$ cat config.mk
export PLATFORM = sky130hd
export DESIGN_NAME = pc_fetch_unit
export DESIGN_NICKNAME = d
export VERILOG_FILES = /design/src/rtl/pc_fetch_unit_pkg.sv /design/src/rtl/pc_fetch_unit_save_regs.sv /design/src/rtl/pc_fetch_unit.sv
export SDC_FILE = /design/constraint.sdc
export NUM_CORES = 1
export LEC_CHECK = 0
export BUFFER_PORTS_ARGS = -buffer_cell sky130_fd_sc_hd__buf_2
export CORE_MARGIN = 5
export CORE_UTILIZATION = 50
export DETAILED_ROUTE_END_ITERATION = 6
export GPL_ROUTABILITY_DRIVEN = 1
export PLACE_DENSITY = 0.68
export SLEW_MARGIN = 10
export SYNTH_ARGS = -nofsm -noshare
export SYNTH_HDL_FRONTEND = slang
export SYNTH_SLANG_ARGS = --single-unit
$ cat constraint.sdc
create_clock -name Clk -period 2.15 [get_ports Clk]
set_input_delay 0.215 -clock Clk [delete_from_list [all_inputs] [get_ports Clk]]
set_output_delay 0.215 -clock Clk [all_outputs]
set_load 0.02 [all_outputs]
$ cat src/rtl/pc_fetch_unit_pkg.sv
// Shared types and helpers for the fetch unit: run-state encoding, PCreg select codes,
// and the conditional-jump decision.
package pc_fetch_unit_pkg;

    typedef enum logic [1:0] {
        FS_IDLE,
        FS_RUN,
        FS_HALT
    } fetch_state_t;

    localparam logic [1:0] PCSEL_NONE = 2'b00;
    localparam logic [1:0] PCSEL_R1   = 2'b01;
    localparam logic [1:0] PCSEL_R2   = 2'b10;
    localparam logic [1:0] PCSEL_R3   = 2'b11;

    // je+jne together is an unconditional jump; a jump with no PCreg selected never fires.
    function automatic logic jump_taken(input logic je, input logic jne, input logic zf,
                                        input logic [1:0] sel);
        return (sel != PCSEL_NONE) && ((je && jne) || (je && zf) || (jne && !zf));
    endfunction

endpackage

$ cat src/rtl/pc_fetch_unit_save_regs.sv
// pc_save_regs: the three saved-address registers PCreg1..3, one write port,
// one combinational read port; select 00 reads as zero and never writes.
module pc_save_regs
    import pc_fetch_unit_pkg::*;
#(
    parameter int PC_W = 10
) (
    input  logic            clk,
    input  logic            reset,
    input  logic            wr_en,
    input  logic [1:0]      wr_sel,
    input  logic [PC_W-1:0] wr_data,
    input  logic [1:0]      rd_sel,
    output logic [PC_W-1:0] rd_data
);

    logic [PC_W-1:0] pcreg1;
    logic [PC_W-1:0] pcreg2;
    logic [PC_W-1:0] pcreg3;

    always_ff @(posedge clk) begin
        if (reset) begin
            pcreg1 <= '0;
            pcreg2 <= '0;
            pcreg3 <= '0;
        end else if (wr_en) begin
            case (wr_sel)
                PCSEL_R1: pcreg1 <= wr_data;
                PCSEL_R2: pcreg2 <= wr_data;
                PCSEL_R3: pcreg3 <= wr_data;
                default:  ;
            endcase
        end
    end

    always_comb begin
        rd_data = '0;
        case (rd_sel)
            PCSEL_R1: rd_data = pcreg1;
            PCSEL_R2: rd_data = pcreg2;
            PCSEL_R3: rd_data = pcreg3;
            default:  rd_data = '0;
        endcase
    end

endmodule

$ cat src/rtl/pc_fetch_unit.sv
// Fetch-side program counter, saved-address registers and Start/Run/Halt sequencing.
// Define PC_JUMP_COUNT_EN to add the saturating taken-jump counter on JumpCount.
module pc_fetch_unit
    import pc_fetch_unit_pkg::*;
#(
    parameter int PC_W  = 10,
    parameter int OFS_W = 8
) (
    input  logic             Clk,
    input  logic             Reset,
    input  logic             Start,
    input  logic             Ack,
    input  logic             JumpEqual,
    input  logic             JumpNotEqual,
    input  logic             OffsetEn,
    input  logic [1:0]       PCRegSelect,
    input  logic [OFS_W-1:0] OffsetIn,
    input  logic             ZeroFlag,
    output logic [PC_W-1:0]  ProgCtr,
    output logic             Done,
`ifdef PC_JUMP_COUNT_EN
    output logic [15:0]      JumpCount,
`endif
    output fetch_state_t     dbg_state
);

    fetch_state_t    state;
    logic [PC_W-1:0] ofs_ext;
    logic [PC_W-1:0] pc_inc;
    logic [PC_W-1:0] save_data;
    logic [PC_W-1:0] jump_target;
    logic            is_jump;
    logic            taken;
    logic            run_active;
    logic            save_en;

    // Offset is two's complement; narrow PCs simply drop the upper offset bits.
    generate
        if (OFS_W >= PC_W) begin : g_ofs_trunc
            logic unused_ofs_hi;
            assign ofs_ext       = OffsetIn[PC_W-1:0];
            assign unused_ofs_hi = ^OffsetIn;
        end else begin : g_ofs_sext
            assign ofs_ext = {{(PC_W-OFS_W){OffsetIn[OFS_W-1]}}, OffsetIn};
        end
    endgenerate

    always_comb begin
        is_jump    = JumpEqual | JumpNotEqual;
        taken      = jump_taken(JumpEqual, JumpNotEqual, ZeroFlag, PCRegSelect);
        pc_inc     = ProgCtr + PC_W'(1);
        save_data  = OffsetEn ? (ProgCtr + ofs_ext) : ProgCtr;
        run_active = (state == FS_RUN) && !Start && !Ack;
        save_en    = run_active && !is_jump && (PCRegSelect != PCSEL_NONE);
    end

    pc_save_regs #(
        .PC_W (PC_W)
    ) u_save_regs (
        .clk     (Clk),
        .reset   (Reset),
        .wr_en   (save_en),
        .wr_sel  (PCRegSelect),
        .wr_data (save_data),
        .rd_sel  (PCRegSelect),
        .rd_data (jump_target)
    );

    always_ff @(posedge Clk) begin
        if (Reset) begin
            state   <= FS_IDLE;
            ProgCtr <= '0;
            Done    <= 1'b0;
        end else if (Start) begin
            state   <= FS_IDLE;
            ProgCtr <= '0;
            Done    <= 1'b0;
        end else begin
            case (state)
                FS_IDLE: begin
                    state   <= FS_RUN;
                    ProgCtr <= '0;
                    Done    <= 1'b0;
                end
                FS_RUN: begin
                    if (Ack) begin
                        state <= FS_HALT;
                        Done  <= 1'b1;
                    end else if (is_jump && taken) begin
                        ProgCtr <= jump_target;
                    end else begin
                        ProgCtr <= pc_inc;
                    end
                end
                FS_HALT: begin
                    Done <= 1'b1;
                end
                default: begin
                    state   <= FS_IDLE;
                    ProgCtr <= '0;
                    Done    <= 1'b0;
                end
            endcase
        end
    end

    assign dbg_state = state;

`ifdef PC_JUMP_COUNT_EN
    always_ff @(posedge Clk) begin
        if (Reset || Start) begin
            JumpCount <= '0;
        end else if (run_active && is_jump && taken && (JumpCount != 16'hFFFF)) begin
            JumpCount <= JumpCount + 16'd1;
        end
    end
`endif

endmodule

Word-level counts from Yosys, hierarchy flattened
Index checks and enable logic that the tools add are counted.
{ "totals": {"input_bits": 18, "out_inout_bits": 13, "elab_cells": 49, "regBits": 43} }
{ "op_classes": {"mux": 9, "n_eq_ne": 7, "add_sub_neg": 2, "bitwise": 2, "reduce_logical": 23} }
{ "op_table": {"columns": ["operator", "n"], "rows": [
  ["$mux W10", 3],
  ["$pmux W10 S3", 1],
  ["$pmux W10 S2", 1],
  ["$add A10 B1 Y10 const B", 1],
  ["$add A10 B10 Y10", 1],
  ["$reduce_and A2 Y1", 5],
  ["$logic_and A1 B1 Y1", 9],
  ["$eq A2 B2 Y1 const B", 3],
  ["$pmux W2 S3", 1],
  ["$eq A2 B1 Y1 const B", 2],
  ["$logic_not A1 Y1", 4],
  ["$ne A2 B2 Y1 const B", 2],
  ["$logic_not A2 Y1", 1],
  ["$logic_or A1 B1 Y1", 2],
  ["$mux W2", 1],
  ["$pmux W1 S2", 1],
  ["$reduce_bool A2 Y1", 1],
  ["$reduce_or A2 Y1", 1],
  ["$mux W1", 1],
  ["$not A1 Y1", 1],
  ["$or A1 B1 Y1", 1]
]} }

Depth between registers and ports, before layout
{ "logic_depth": {"word_depth": 8, "depth_mapped": 9, "mapped_depth_nobuf": 7} }

Hierarchy
From an unflattened synthesis, not the netlist that was laid out.
{ "hier_totals": {"hier_cells": 311, "hier_area_um2": 2841.5} }
{ "by_module_without_submodules": {"columns": ["module", "cells_each", "seq_area_each_um2", "area_each_um2", "instances"], "rows": [
  ["pc_save_regs", 135, 600.6, 1481.4, 1],
  ["pc_fetch_unit", 176, 260.2, 1360.1, 1]
]} }

Worst setup path before layout
OpenSTA, ideal clock, no wires.
{ "synth_path": {"kind": "register to register", "startpoint": "reg ProgCtr[0]", "endpoint": "reg u_save_regs.pcreg1[8]", "n_path_buf": 0, "arrival_ns": 2.271, "path_stages_with_launch": 8, "setup_slack_ns": -0.241, "period_less_slack_ns": 2.391, "required_ns": 2.030, "path_cell_list": "dfxtp_1 ha_1 fa_1 a21o_1 a21o_1 a2111oi_2 nor3_1 o31a_1"} }
{ "synth_between": {"elab_chain_len": 2} }
{ "synth_rtl": {"columns": ["element", "line", "source"], "rows": [
  ["start: declaration", "pc_fetch_unit.sv:19", "output logic [PC_W-1:0] ProgCtr,"],
  ["start signal: assignment", "pc_fetch_unit.sv:90", "ProgCtr <= jump_target;"],
  ["start signal: assignment", "pc_fetch_unit.sv:92", "ProgCtr <= pc_inc;"],
  ["$add A10 B10 Y10", "pc_fetch_unit.sv:52", "save_data = OffsetEn ? (ProgCtr + ofs_ext) : ProgCtr;"],
  ["$mux W10", "pc_fetch_unit.sv:52", null],
  ["end signal: assignment", "pc_fetch_unit_save_regs.sv:28", "PCSEL_R1: pcreg1 <= wr_data;"],
  ["end: declaration", "pc_fetch_unit_save_regs.sv:17", "logic [PC_W-1:0] pcreg1;"]
]} }
No other way between the ends.
A chain may end at the register's enable or synchronous reset.

Worst setup path in the final report
{ "layout_path": {"startpoint": "reg ProgCtr[0]", "endpoint": "reg u_save_regs.pcreg3[8]"} }
{ "layout_between": {"elab_chain_len": 2} }
{ "layout_rtl": {"columns": ["element", "line", "source"], "rows": [
  ["$add A10 B10 Y10", "pc_fetch_unit.sv:52", null],
  ["$mux W10", "pc_fetch_unit.sv:52", null],
  ["end signal: assignment", "pc_fetch_unit_save_regs.sv:30", "PCSEL_R3: pcreg3 <= wr_data;"],
  ["end: declaration", "pc_fetch_unit_save_regs.sv:19", "logic [PC_W-1:0] pcreg3;"]
]} }
No other way between the ends.

==> impl_metrics.csv <==
group,metric,value,unit
logic_synthesis,async_reset_ff_share,0,%
clock_tree,clk_pin_slew,0.09,ns
layout,drive_gt1_share,27.2,%
global_route,grt_pass1_wl,12500,µm
worst_setup_path,cp.required,2.33,ns
logic_synthesis,synth-seq-cells,43,
power_and_ir_drop,p_leak,1.33,nW
detailed_routing,route.detailed.drc,0,
die,fp.coreArea,5470,µm²
sta,min_period,2.14,ns
sta,finalCritPeriodShare,99.4,%
sta,tns,0,ns
logic_synthesis,synth_top_area_share,30.7,%
global_route,grt_pass1_vias,2547,
clock_tree,hold_buffers,0,
layout,layout.nets,419,
die,initial_utilization,51.3,%
logic_synthesis,synth_area,2810,µm²
placed_design,portBuffers,30,
logic_synthesis,yosysWarnings,0,
worst_setup_path,ff2ff_path_depth,7,
sta,tightest_slew,0.612,ns
layout,area_delta_synth_final,19.0,%
sta,max_freq,0.468,GHz
die,num_rows,27,
hold_path,hold_depth,2,
worst_setup_path,cp.arrival,2.32,ns
sta,setup_viol,0,
logic_synthesis,synthFlopType,"dfxtp_1",
placed_design,gp_congestion,0.868,
run,maxCapViolations,0,
global_route,antenna_found_initial,0,
clock_tree,clock_latency,0.30,ns
detailed_routing,num_vias,2722,
sta,relSlewSlack,59.2,%
placed_design,dp_hpwl,5830,µm
logic_synthesis,synth_cells,336,
die,ioPinCount,31,
detailed_routing,routed_via_density,5.94,
clock_tree,cts_tree,"built",
logic_synthesis,postSynthAreaPerCell,8.36,µm²
clock_tree,root_buffer,"clkbuf_8",
sta,clock-skew-final,0.0114,ns
logic_synthesis,synth_seq_area_share,30.7,%
power_and_ir_drop,finalPower,1.54,mW
clock_tree,cts_buffers,5,
power_and_ir_drop,power_density,460,nW/µm²
worst_setup_path,crit_path_start_kind,"flip-flop",
detailed_routing,drt_wl_total,7630,µm
clock_tree,h-tree-depth,2,
sta,rsz0062_at_grt,"true",
worst_setup_path,setup.worst_path.class,"flip-flop to flip-flop",
die,die_h,84.9,µm
detailed_routing,firstDrtPassIters,5,
clock_tree,clock-sinks,43,
die,dieWidth,84.9,µm
placed_design,preCtsSetupSlack,-0.0385,ns
detailed_routing,ant_nets,0,
global_route,grt_overflow,0,
sta,maxSlewViolCount,0,
clock_tree,cts.path.max_buffers,2,
layout,nFillCells,521,
die,dieArea,7210,µm²
power_and_ir_drop,ir_drop,0.000253,V
logic_synthesis,synth_edf_count,0,
logic_synthesis,yosys.area.top_type,"dfxtp_1",
worst_setup_path,r2r_setup_slack,0.01,ns
detailed_routing,drt_iter0_drc,204,
hold_path,hp-class,"input pin to flip-flop",
worst_setup_path,critPathMaxFanout,4,
sta,finalHoldViolations,0,
outcome,outcome,"finished, final reports clean",
logic_synthesis,synth.area.top_cells,"dfxtp_1 (31%), nor2_1 (7.4%), ha_1 (6.2%)",
worst_setup_path,cp-end-kind,"flip-flop",
sta,setup_ws,0.0129,ns
logic_synthesis,ys_types,52,
global_route,grtUsageTotal,21.3,%
detailed_routing,detail_route.wl_per_cell,16.7,µm
layout,antennaDiodeCount,0,
logic_synthesis,synth_nets,369,
global_route,grt_max_degree,32,
==> through the flow <==
stage | hold slack [ns] | util (%) | cells | cell area (µm²)
2_1_floorplan | 0.410 | - | 336 | 2850
3_3_place_gp | 0.439 | 58.7 | 449 | 3210
3_5_place_dp | 0.448 | 58.7 | 449 | 3210
4_1_cts | 0.396 | 60.8 | 457 | 3330
5_1_grt | 0.412 | 61.1 | 458 | 3340
6_report | 0.409 | 61.1 | 458 | 3340
==> state kept, by name (all words and copies together), names as in the netlist <==
name                count
ProgCtr                10
u_save_regs.pcreg1     10
u_save_regs.pcreg2     10
u_save_regs.pcreg3     10
dbg_state               2
Done                    1
==> critical path, stage by stage (launching register included) <==
cell and delay, ns:
dfxtp_4 0.36, ha_4 0.16, fa_2 0.34, a21o_1 0.19
a21o_4 0.23, a2111oi_4 0.35, nor3_2 0.09, o31a_1 0.30
==> cell type report <==
cell class / count / area, µm² / share of cell area, %
Tap cell: 72 / 90.1 / 2.70
Timing Repair Buffer: 63 / 398 / 11.9
Multi-Input combinational cell: 268 / 1880 / 56.3
Clock buffer: 6 / 82.6 / 2.47
Sequential cell: 43 / 866 / 25.9
Inverter: 5 / 18.8 / 0.562
Clock inverter: 1 / 5.00 / 0.150
==> synthesized netlist by cell type (all sizes together), types with 5 or more instances <==
cell      n
nor2     55
dfxtp    43
o21ai    23
a21oi    22
nand2    20
a211oi   17
ha       14
clkbuf   10
mux2     10
a22oi     9
buf       9
mux2i     9
a2111oi   8
a31oi     7
nand3     7
nor3      7
nor2b     6
a21o      5
inv       5
nor3b     5
==> layer usage <==
| layer | share of wire [%] | GRT usage (%) | wire length [µm] |
|---|---|---|---|
| met4 | 1.4 | 5.76 | 106 |
| met2 | 47 | 35.1 | 3570 |
| met1 | 46 | 29.2 | 3550 |
| met3 | 5.3 | 2.82 | 406 |
| met5 | 0 | 0 | 0 |
==> placed cells by master, fill, tap and decap left out, types with 4 or more instances in the layout <==
cell / count
buf_4: 33
nor2b_1: 5
dfxtp_1: 41
mux2i_1: 9
nor3_1: 5
o211ai_1: 4
mux2_2: 10
nand2_1: 20
nor2_1: 55
a22oi_1: 9
a21oi_1: 22
a2111oi_2: 5
a211oi_1: 17
clkbuf_8: 6
inv_1: 4
or3_1: 4
o21ai_0: 20
ha_1: 13
xor2_1: 4
a31oi_1: 7
nand3_1: 7
buf_2: 30
==> power by group <==
part	switching [mW]	internal (mW)	leakage (nW)	total, mW
Combinational	0.132	0.0806	0.934	0.212
Clock	0.271	0.252	0.0470	0.524
Sequential	0.00406	0.799	0.348	0.803
Total	0.407	1.13	1.33	1.54
==> what timing repair did <==
item	4_1_cts	5_1_grt
hold endpoints to repair	0	0
pin swaps	0	4
gates resized for setup	3	4
buffers inserted	1	1
setup endpoints to repair	6	18
==> cells by family after synthesis <==
group,count (synthesis),share of synthesized area [%]
buffers and inverters,25,4.50
AND/OR/NAND/NOR,123,21.8
flip-flops,43,30.7
adder cells (fa/ha/maj),15,6.95
XOR/XNOR,4,1.25
AO/OA/AOI/OAI,107,27.6
multiplexers,19,7.22
==> final timing paths <==
kind,to,start
setup / recovery,u_save_regs.pcreg3[8],ProgCtr[0]
hold / removal,u_save_regs.pcreg3[2],Reset
setup reg to reg,u_save_regs.pcreg3[8],ProgCtr[0]
hold reg to reg,u_save_regs.pcreg3[7],u_save_regs.pcreg3[7]
(Power assumes the default switching activity.)
